### config.mk
export PLATFORM = sky130hd
export DESIGN_NAME = input_logic
export DESIGN_NICKNAME = d
export VERILOG_FILES = /design/src/rtl/input_logic_pkg.sv /design/src/rtl/button_debounce.sv /design/src/rtl/input_logic.sv
export SDC_FILE = /design/constraint.sdc
export NUM_CORES = 1
export LEC_CHECK = 0
export CORE_MARGIN = 4
export CORE_UTILIZATION = 30
export CTS_CLUSTER_SIZE = 20
export DETAILED_ROUTE_END_ITERATION = 12
export PLACE_DENSITY = 0.48
export SKIP_LAST_GASP = 1
export SLEW_MARGIN = 0
export SYNTH_ARGS = -nofsm -noshare
export SYNTH_HDL_FRONTEND = slang
export SYNTH_SLANG_ARGS = --single-unit
### constraint.sdc
create_clock -name CLK -period 3.4 [get_ports CLK]
set_input_delay 0.68 -clock CLK [delete_from_list [all_inputs] [get_ports CLK]]
set_output_delay 0.68 -clock CLK [all_outputs]
set_load 0.02 [all_outputs]
### src/rtl/input_logic_pkg.sv
// Shared types and constants for the four-button input front end.
package input_logic_pkg;

    // Per-button hold/auto-repeat state.
    typedef enum logic [1:0] {
        IDLE   = 2'd0,
        HELD   = 2'd1,
        REPEAT = 2'd2
    } btn_state_e;

    // Button positions on the BTN/LEVEL/PRESS/RELEASE vectors.
    localparam int unsigned BTN_START = 0;
    localparam int unsigned BTN_CLEAR = 1;
    localparam int unsigned BTN_UP    = 2;
    localparam int unsigned BTN_DOWN  = 3;
    localparam int unsigned NUM_BTN   = BTN_DOWN + 1;

    // Counter width able to hold n-1, never narrower than one bit.
    function automatic int unsigned cnt_width(input int unsigned n);
        int unsigned w;
        if (n > 1) begin
            w = $clog2(n);
        end else begin
            w = 1;
        end
        return w;
    endfunction

endpackage

### src/rtl/button_debounce.sv
// One button channel: two-flop synchronizer followed by a saturating
// stability counter. LEVEL flips after DEBOUNCE_CYCLES consecutive synced
// samples that disagree with it; RISE/FALL pulse in the same cycle.
module button_debounce
    import input_logic_pkg::*;
#(
    parameter int unsigned DEBOUNCE_CYCLES = 1000000
) (
    input  logic CLK,
    input  logic RST,
    input  logic RAW,
    output logic LEVEL,
    output logic RISE,
    output logic FALL
);

    localparam int unsigned   CW      = cnt_width(DEBOUNCE_CYCLES);
    localparam logic [CW-1:0] CNT_LIM = CW'(DEBOUNCE_CYCLES - 1);
    localparam logic [CW-1:0] CNT_MAX = {CW{1'b1}};

    logic [1:0]    sync_q, sync_d;
    logic          level_q, level_d;
    logic          rise_q, rise_d;
    logic          fall_q, fall_d;
    logic [CW-1:0] cnt_q, cnt_d;

    // Synchronizer shift and debounce decision for the next cycle.
    always_comb begin
        sync_d  = {sync_q[0], RAW};
        level_d = level_q;
        rise_d  = 1'b0;
        fall_d  = 1'b0;
        cnt_d   = cnt_q;
        if (sync_q[1] != level_q) begin
            if (cnt_q == CNT_LIM) begin
                level_d = ~level_q;
                rise_d  = ~level_q;
                fall_d  = level_q;
                cnt_d   = '0;
            end else if (cnt_q == CNT_MAX) begin
                cnt_d = cnt_q;
            end else begin
                cnt_d = cnt_q + CW'(1);
            end
        end else begin
            cnt_d = '0;
        end
    end

    // State registers with synchronous reset.
    always_ff @(posedge CLK) begin
        if (RST) begin
            sync_q  <= 2'b00;
            level_q <= 1'b0;
            rise_q  <= 1'b0;
            fall_q  <= 1'b0;
            cnt_q   <= '0;
        end else begin
            sync_q  <= sync_d;
            level_q <= level_d;
            rise_q  <= rise_d;
            fall_q  <= fall_d;
            cnt_q   <= cnt_d;
        end
    end

    assign LEVEL = level_q;
    assign RISE  = rise_q;
    assign FALL  = fall_q;

endmodule

### src/rtl/input_logic.sv
// Four-button front end: debounced levels, press/release pulses and an
// optional per-button auto-repeat.
// Build option: define INPUT_LOGIC_AUTOREPEAT_EN to compile in auto-repeat;
// without it every accepted press gives exactly one PRESS pulse.
module input_logic
    import input_logic_pkg::*;
#(
    parameter int unsigned DEBOUNCE_CYCLES = 1000000,
    parameter int unsigned REPEAT_DELAY    = 50000000,
    parameter int unsigned REPEAT_PERIOD   = 10000000,
    parameter logic [3:0]  REPEAT_MASK     = 4'b1100
) (
    input  logic       CLK,
    input  logic       RST,
    input  logic [3:0] BTN,
    output logic [3:0] LEVEL,
    output logic [3:0] PRESS,
    output logic [3:0] RELEASE
);

    logic [NUM_BTN-1:0] level_s;
    logic [NUM_BTN-1:0] rise_s;
    logic [NUM_BTN-1:0] fall_s;

    btn_state_e state_q [NUM_BTN];
    btn_state_e state_d [NUM_BTN];

    for (genvar i = 0; i < NUM_BTN; i++) begin : g_btn
        button_debounce #(
            .DEBOUNCE_CYCLES(DEBOUNCE_CYCLES)
        ) u_debounce (
            .CLK  (CLK),
            .RST  (RST),
            .RAW  (BTN[i]),
            .LEVEL(level_s[i]),
            .RISE (rise_s[i]),
            .FALL (fall_s[i])
        );
    end

`ifdef INPUT_LOGIC_AUTOREPEAT_EN
    // One counter per button serves both the initial delay and the period.
    localparam int unsigned   RPT_SPAN   = (REPEAT_DELAY > REPEAT_PERIOD) ? REPEAT_DELAY : REPEAT_PERIOD;
    localparam int unsigned   RW         = cnt_width(RPT_SPAN);
    localparam logic [RW-1:0] DELAY_LIM  = RW'(REPEAT_DELAY - 1);
    localparam logic [RW-1:0] PERIOD_LIM = RW'(REPEAT_PERIOD - 1);
    localparam logic [RW-1:0] RPT_MAX    = {RW{1'b1}};

    logic [RW-1:0]      rpt_cnt_q [NUM_BTN];
    logic [RW-1:0]      rpt_cnt_d [NUM_BTN];
    logic [NUM_BTN-1:0] rpt_pulse_q, rpt_pulse_d;

    // Hold/repeat FSM per button; the repeat pulse is decided one cycle
    // ahead so it can come straight from a flop in the cycle it is due.
    always_comb begin
        for (int i = 0; i < NUM_BTN; i++) begin
            state_d[i]   = state_q[i];
            rpt_cnt_d[i] = rpt_cnt_q[i];
            case (state_q[i])
                IDLE: begin
                    if (rise_s[i]) begin
                        state_d[i]   = HELD;
                        rpt_cnt_d[i] = '0;
                    end else begin
                        state_d[i]   = IDLE;
                    end
                end
                HELD: begin
                    if (fall_s[i]) begin
                        state_d[i]   = IDLE;
                        rpt_cnt_d[i] = '0;
                    end else if (REPEAT_MASK[i] && (rpt_cnt_q[i] == DELAY_LIM)) begin
                        state_d[i]   = REPEAT;
                        rpt_cnt_d[i] = '0;
                    end else if (rpt_cnt_q[i] == RPT_MAX) begin
                        rpt_cnt_d[i] = rpt_cnt_q[i];
                    end else begin
                        rpt_cnt_d[i] = rpt_cnt_q[i] + RW'(1);
                    end
                end
                REPEAT: begin
                    if (fall_s[i]) begin
                        state_d[i]   = IDLE;
                        rpt_cnt_d[i] = '0;
                    end else if (rpt_cnt_q[i] == PERIOD_LIM) begin
                        rpt_cnt_d[i] = '0;
                    end else if (rpt_cnt_q[i] == RPT_MAX) begin
                        rpt_cnt_d[i] = rpt_cnt_q[i];
                    end else begin
                        rpt_cnt_d[i] = rpt_cnt_q[i] + RW'(1);
                    end
                end
                default: begin
                    state_d[i]   = IDLE;
                    rpt_cnt_d[i] = '0;
                end
            endcase
            rpt_pulse_d[i] = ((state_d[i] == HELD) && REPEAT_MASK[i] && (rpt_cnt_d[i] == DELAY_LIM))
                           || ((state_d[i] == REPEAT) && (rpt_cnt_d[i] == PERIOD_LIM));
        end
    end

    // FSM, repeat counter and repeat-pulse registers.
    always_ff @(posedge CLK) begin
        if (RST) begin
            for (int i = 0; i < NUM_BTN; i++) begin
                state_q[i]   <= IDLE;
                rpt_cnt_q[i] <= '0;
            end
            rpt_pulse_q <= '0;
        end else begin
            for (int i = 0; i < NUM_BTN; i++) begin
                state_q[i]   <= state_d[i];
                rpt_cnt_q[i] <= rpt_cnt_d[i];
            end
            rpt_pulse_q <= rpt_pulse_d;
        end
    end

    // A repeat that coincides with the release cycle is dropped: LEVEL is
    // already low then.
    assign PRESS = rise_s | (rpt_pulse_q & level_s);
`else
    // Repeat timing has no effect in this build; the parameters are kept so
    // both builds share one interface.
    if ((REPEAT_DELAY == 0) || (REPEAT_PERIOD == 0) || (REPEAT_MASK == 4'b0000)) begin : g_repeat_params_ignored
    end

    // Hold tracking per button without repeat.
    always_comb begin
        for (int i = 0; i < NUM_BTN; i++) begin
            state_d[i] = state_q[i];
            case (state_q[i])
                IDLE: begin
                    if (rise_s[i]) begin
                        state_d[i] = HELD;
                    end else begin
                        state_d[i] = IDLE;
                    end
                end
                HELD: begin
                    if (fall_s[i]) begin
                        state_d[i] = IDLE;
                    end else begin
                        state_d[i] = HELD;
                    end
                end
                default: begin
                    state_d[i] = IDLE;
                end
            endcase
        end
    end

    // FSM state register.
    always_ff @(posedge CLK) begin
        if (RST) begin
            for (int i = 0; i < NUM_BTN; i++) begin
                state_q[i] <= IDLE;
            end
        end else begin
            for (int i = 0; i < NUM_BTN; i++) begin
                state_q[i] <= state_d[i];
            end
        end
    end

    assign PRESS = rise_s;
`endif

    assign LEVEL   = level_s;
    assign RELEASE = fall_s;

endmodule
==> results <==
- The flow ran to the end, and the final reports show no timing, DRC or antenna violations.
- The longest clock path from root to sink contains 2 buffers.
- The post-CTS setup buffer count is 0.
- The synthesized netlist contains 57 unique library cells.
- The number of antenna violations at the first check in global routing is 0.
- The number of endpoints failing setup at the final stage is 0.
- The synthesized netlist cell count is about 610.
- sky130_fd_sc_hd__dfxtp_1 takes more of the synthesized area than any other cell.
- The remaining routing DRC violations is 0.
- Of the cells placed in the final design, the portion with a size suffix greater than 1 is 0.0592.
- Wires add up to 11,800 um.
- The critical path goes through ha_1, and3_1, nand4_1, o21ai_1, nor3_1.
- The utilization after layout is 0.345.
- The top flip-flop cell by instance count after synthesis is sky130_fd_sc_hd__dfxtp_1.
- The total buffers and inverters traversed by the critical path is 0.
- The class of the most critical setup path is reg -> reg.
- The number of instances resized during post-cts repair is 0.
- The count of flip-flops with a built-in enable after synthesis is 0.
- The total number of H-tree levels is 3.
- Setup repair after global routing left no endpoint under its margin.
- Among cell families on the critical path, the largest total delay comes from compound AO/OA/AOI/OAI gates.
- The detail-routed net length per standard cell is roughly 14 um.
- The number of placed I/O pins is 18.
- Across the run, the number of max-cap violations was 0.
- In the synthesized netlist, the cells that appear most often are 100 x sky130_fd_sc_hd__dfxtp_1, 58 x sky130_fd_sc_hd__a21oi_1, 37 x sky130_fd_sc_hd__nand2_1.
- Detailed placement ended at an HPWL of 8230 um.
- For the worst-skew pair, the clock arrives at the later sink with an insertion delay of 0.35 ns.
- The synthesized area divided by synthesized cell count is 8.44 sq um.
- The die height is approximately 140 um.
- The post-CTS clock slew at the launch and capture registers of the worst setup and hold paths is about 0.070 ns.
- The overall overflow remaining after global route is 0.
- The number of global-route vias before repair is 4,196.
- Derived from the worst setup path, the maximum achievable clock frequency is roughly 390 MHz.
- The clock arrives with between 0.005 and 0.006 ns of skew.
- The maximum cell stage delay along the critical path is slightly below 1 ns.
- The arrival time reported for the critical path endpoint is between 2 and 3 ns.
- From left edge to right edge, the die measures 139 um.
- The count of nets left with antenna violations after detail routing is 0.
- The worst path meets setup with ~0.85 ns of slack.
- The path class of the tightest hold or removal check is reg -> reg.
- The kind of end point of the critical path is a flip-flop.
- The overall fraction of global-route tracks in use is 0.122.
- The routed layout has about 4,600 vias.
- The slew of the pin with the lowest slew margin is about 1.2 ns.
- Relative to the synthesized area, the layout overhead comes to 12.2%.
- The combined flip-flop and latch cell area is ~2000 sq um.
- The power consumption is approximately 2.4 mW.
- For the final routed database, the setup TNS stands at 0 ns.
- The total clock buffers created by CTS is 9.
- Measured against its own limit, the worst slew margin works out to 0.216.
- Dividing the final minimum period by the clock period gives 0.751.
- The floorplan step defined a core boundary enclosing approximately 17,000 sq um.
- The dominant cell by count in the synthesized netlist is sky130_fd_sc_hd__dfxtp_1.
- In this run the core area contains 47 standard-cell rows.
- The filler-free cell count of the finished design is 828.
- The initial utilization of the core area, before any placement, comes to 0.307.
- Fill cells in the final layout number roughly 1,700.
- The final number of hold-violating endpoints is 0.
- The analysis attributes to cell leakage a power of 1.61 nW.
- OpenSTA, run right after detailed placement, puts the worst setup slack at 0.719 ns.
- The cell at the root of the clock tree is sky130_fd_sc_hd__clkbuf_16.
- The TritonCTS clock tree is done.
- The number of detailed-routing iterations run before antenna repair is 4.
- The shortest period the worst path allows is approximately 2.6 ns.
- On the final layout, the worst hold slack is approximately 0.45 ns.
- Counting tap cells, the placed design contains a total of around 810 instances.
- The repair_antennas step left the layout with diodes totalling 0.
- Once layout is done, the placed cells without fillers occupy ~5700 sq um.
- By area the synthesized netlist is led by sky130_fd_sc_hd__dfxtp_1 39%, sky130_fd_sc_hd__a21oi_1 5.7%, sky130_fd_sc_hd__or3_1 4.0%.
- When the netlist entered floorplanning its net count stood at just over 600.
- Of all flip-flops after synthesis, the portion carrying an async set or reset was 0.
- The number of storage elements in the synthesis netlist is 100.
- The share of Yosys cell area claimed by the top area cell type is 0.391.
- Dividing the detail-routed via count by the number of cells gives about 5.5.
- The multi-input combinational cells in the finished layout cover a total of around 2800 sq um.
- The power density relative to cell area is ~420 nW/um^2.
- For this design, the sink count on the clock tree is 100.
- At the worst endpoint, the required time is around 3.6 ns.
- The final weighted congestion in routability-driven placement is about 0.79.
- The worst setup path is launched from a flip-flop.
- The hold buffer count at CTS is 0.
- For this block, the initial DRC count from the detailed router was between 200 and 300.
- In this run the cell area measured after placement is 5400 sq um.
- Entering global routing, the biggest net connects 20 pins.
- Among all stages on the critical path, the largest delay is contributed by sky130_fd_sc_hd__o21ai_1.
- The net count reported at finish is between 600 and 700.
- Of all nets on the critical path, the largest fanout is 16.
- The maximum VDD drop is 0.259 mV.
- For this run, the register share of the synthesized area comes to 0.391.
- The cell area that synthesis handed to floorplanning was just over 5000 sq um.
- The global-route wire length before repair is roughly 20,000 um.
- During placement, the flow inserted port buffers numbering 17.
- The final count of pins violating max slew is 0.
- The number of warnings reported in the yosys synthesis log is 0.
- The die area is a little under 20,000 sq um.
==> cells by family after synthesis <==
family	synth area share
AND/OR/NAND/NOR	0.319
buffers and inverters	0.0543
XOR/XNOR	0.0137
flip-flops	0.391
multiplexers	0.0313
adder cells (fa/ha/maj)	0.00978
AO/OA/AOI/OAI	0.180
==> where the power goes <==
| group | internal [mW] | total, mW | switching, mW | leakage [nW] |
|---|---|---|---|---|
| clock | 0.720 | 1.19 | 0.466 | 0.155 |
| sequential | 1.18 | 1.18 | 0.00409 | 0.807 |
| combinational | 0.0166 | 0.0387 | 0.0222 | 0.644 |
==> worst paths after layout <==
path,startpoint,depth (start not counted),endpoint,slack (ns)
worst min register to register,g_btn[2].u_debounce.sync_q[0]$_SDFF_PP0_,1,g_btn[2].u_debounce.sync_q[1]$_SDFF_PP0_,0.45
worst max register to register,g_btn[2].u_debounce.cnt_q[0]$_SDFFE_PP0P_,5,g_btn[2].u_debounce.cnt_q[16]$_SDFFE_PP0P_,0.85
worst max-delay path,g_btn[2].u_debounce.cnt_q[0]$_SDFFE_PP0P_,5,g_btn[2].u_debounce.cnt_q[16]$_SDFFE_PP0P_,0.85
worst min-delay path,g_btn[2].u_debounce.sync_q[0]$_SDFF_PP0_,1,g_btn[2].u_debounce.sync_q[1]$_SDFF_PP0_,0.45
==> layout make-up <==
class | instances | area share
inverter | 17 | 0.0111
clock buffer | 10 | 0.0399
tap | 220 | 0.0479
clock inverter | 6 | 0.0196
timing repair buffer | 24 | 0.0388
multi-input combinational | 451 | 0.494
sequential | 100 | 0.349
==> state kept, by name, summed over array words and instances (netlist names) <==
signal	count
g_btn.u_debounce.cnt_q	80
g_btn.u_debounce.sync_q	8
g_btn.u_debounce.FALL	4
g_btn.u_debounce.LEVEL	4
g_btn.u_debounce.RISE	4
==> routing by layer <==
layer / share of wire / global-route usage / routed length, um / vias to the layer above
li1: - / - / - / 2331
met1: 0.49 / 0.159 / 5780 / 2168
met2: 0.47 / 0.200 / 5530 / 59
met3: 0.031 / 0.0345 / 368 / 14
met4: 0.012 / 0.0333 / 146 / 0
met5: 0 / 0 / 0 / -
==> cells in the final DEF, fill, tap and decap left out, types with 5 or more instances in the layout <==
cell and count:
sky130_fd_sc_hd__dfxtp_1 100, sky130_fd_sc_hd__a21oi_1 58, sky130_fd_sc_hd__nand2_1 37, sky130_fd_sc_hd__nor3_1 33, sky130_fd_sc_hd__or3_1 33, sky130_fd_sc_hd__o21ai_0 30
sky130_fd_sc_hd__nand3_1 26, sky130_fd_sc_hd__nand4_1 25, sky130_fd_sc_hd__nor2_1 20, sky130_fd_sc_hd__inv_1 17, sky130_fd_sc_hd__nor4_1 17, sky130_fd_sc_hd__clkdlybuf4s50_1 17
sky130_fd_sc_hd__mux2i_1 16, sky130_fd_sc_hd__a31oi_1 16, sky130_fd_sc_hd__and4_1 14, sky130_fd_sc_hd__o31ai_1 14, sky130_fd_sc_hd__or4_1 13, sky130_fd_sc_hd__o211ai_1 10
sky130_fd_sc_hd__and3_1 9, sky130_fd_sc_hd__nor4b_1 9, sky130_fd_sc_hd__clkbuf_16 9, sky130_fd_sc_hd__nor2b_1 8, sky130_fd_sc_hd__xnor2_1 7, sky130_fd_sc_hd__buf_4 7
sky130_fd_sc_hd__a211oi_1 5, sky130_fd_sc_hd__a21boi_0 5, sky130_fd_sc_hd__nand4b_1 5
(Power assumes the default switching activity.)
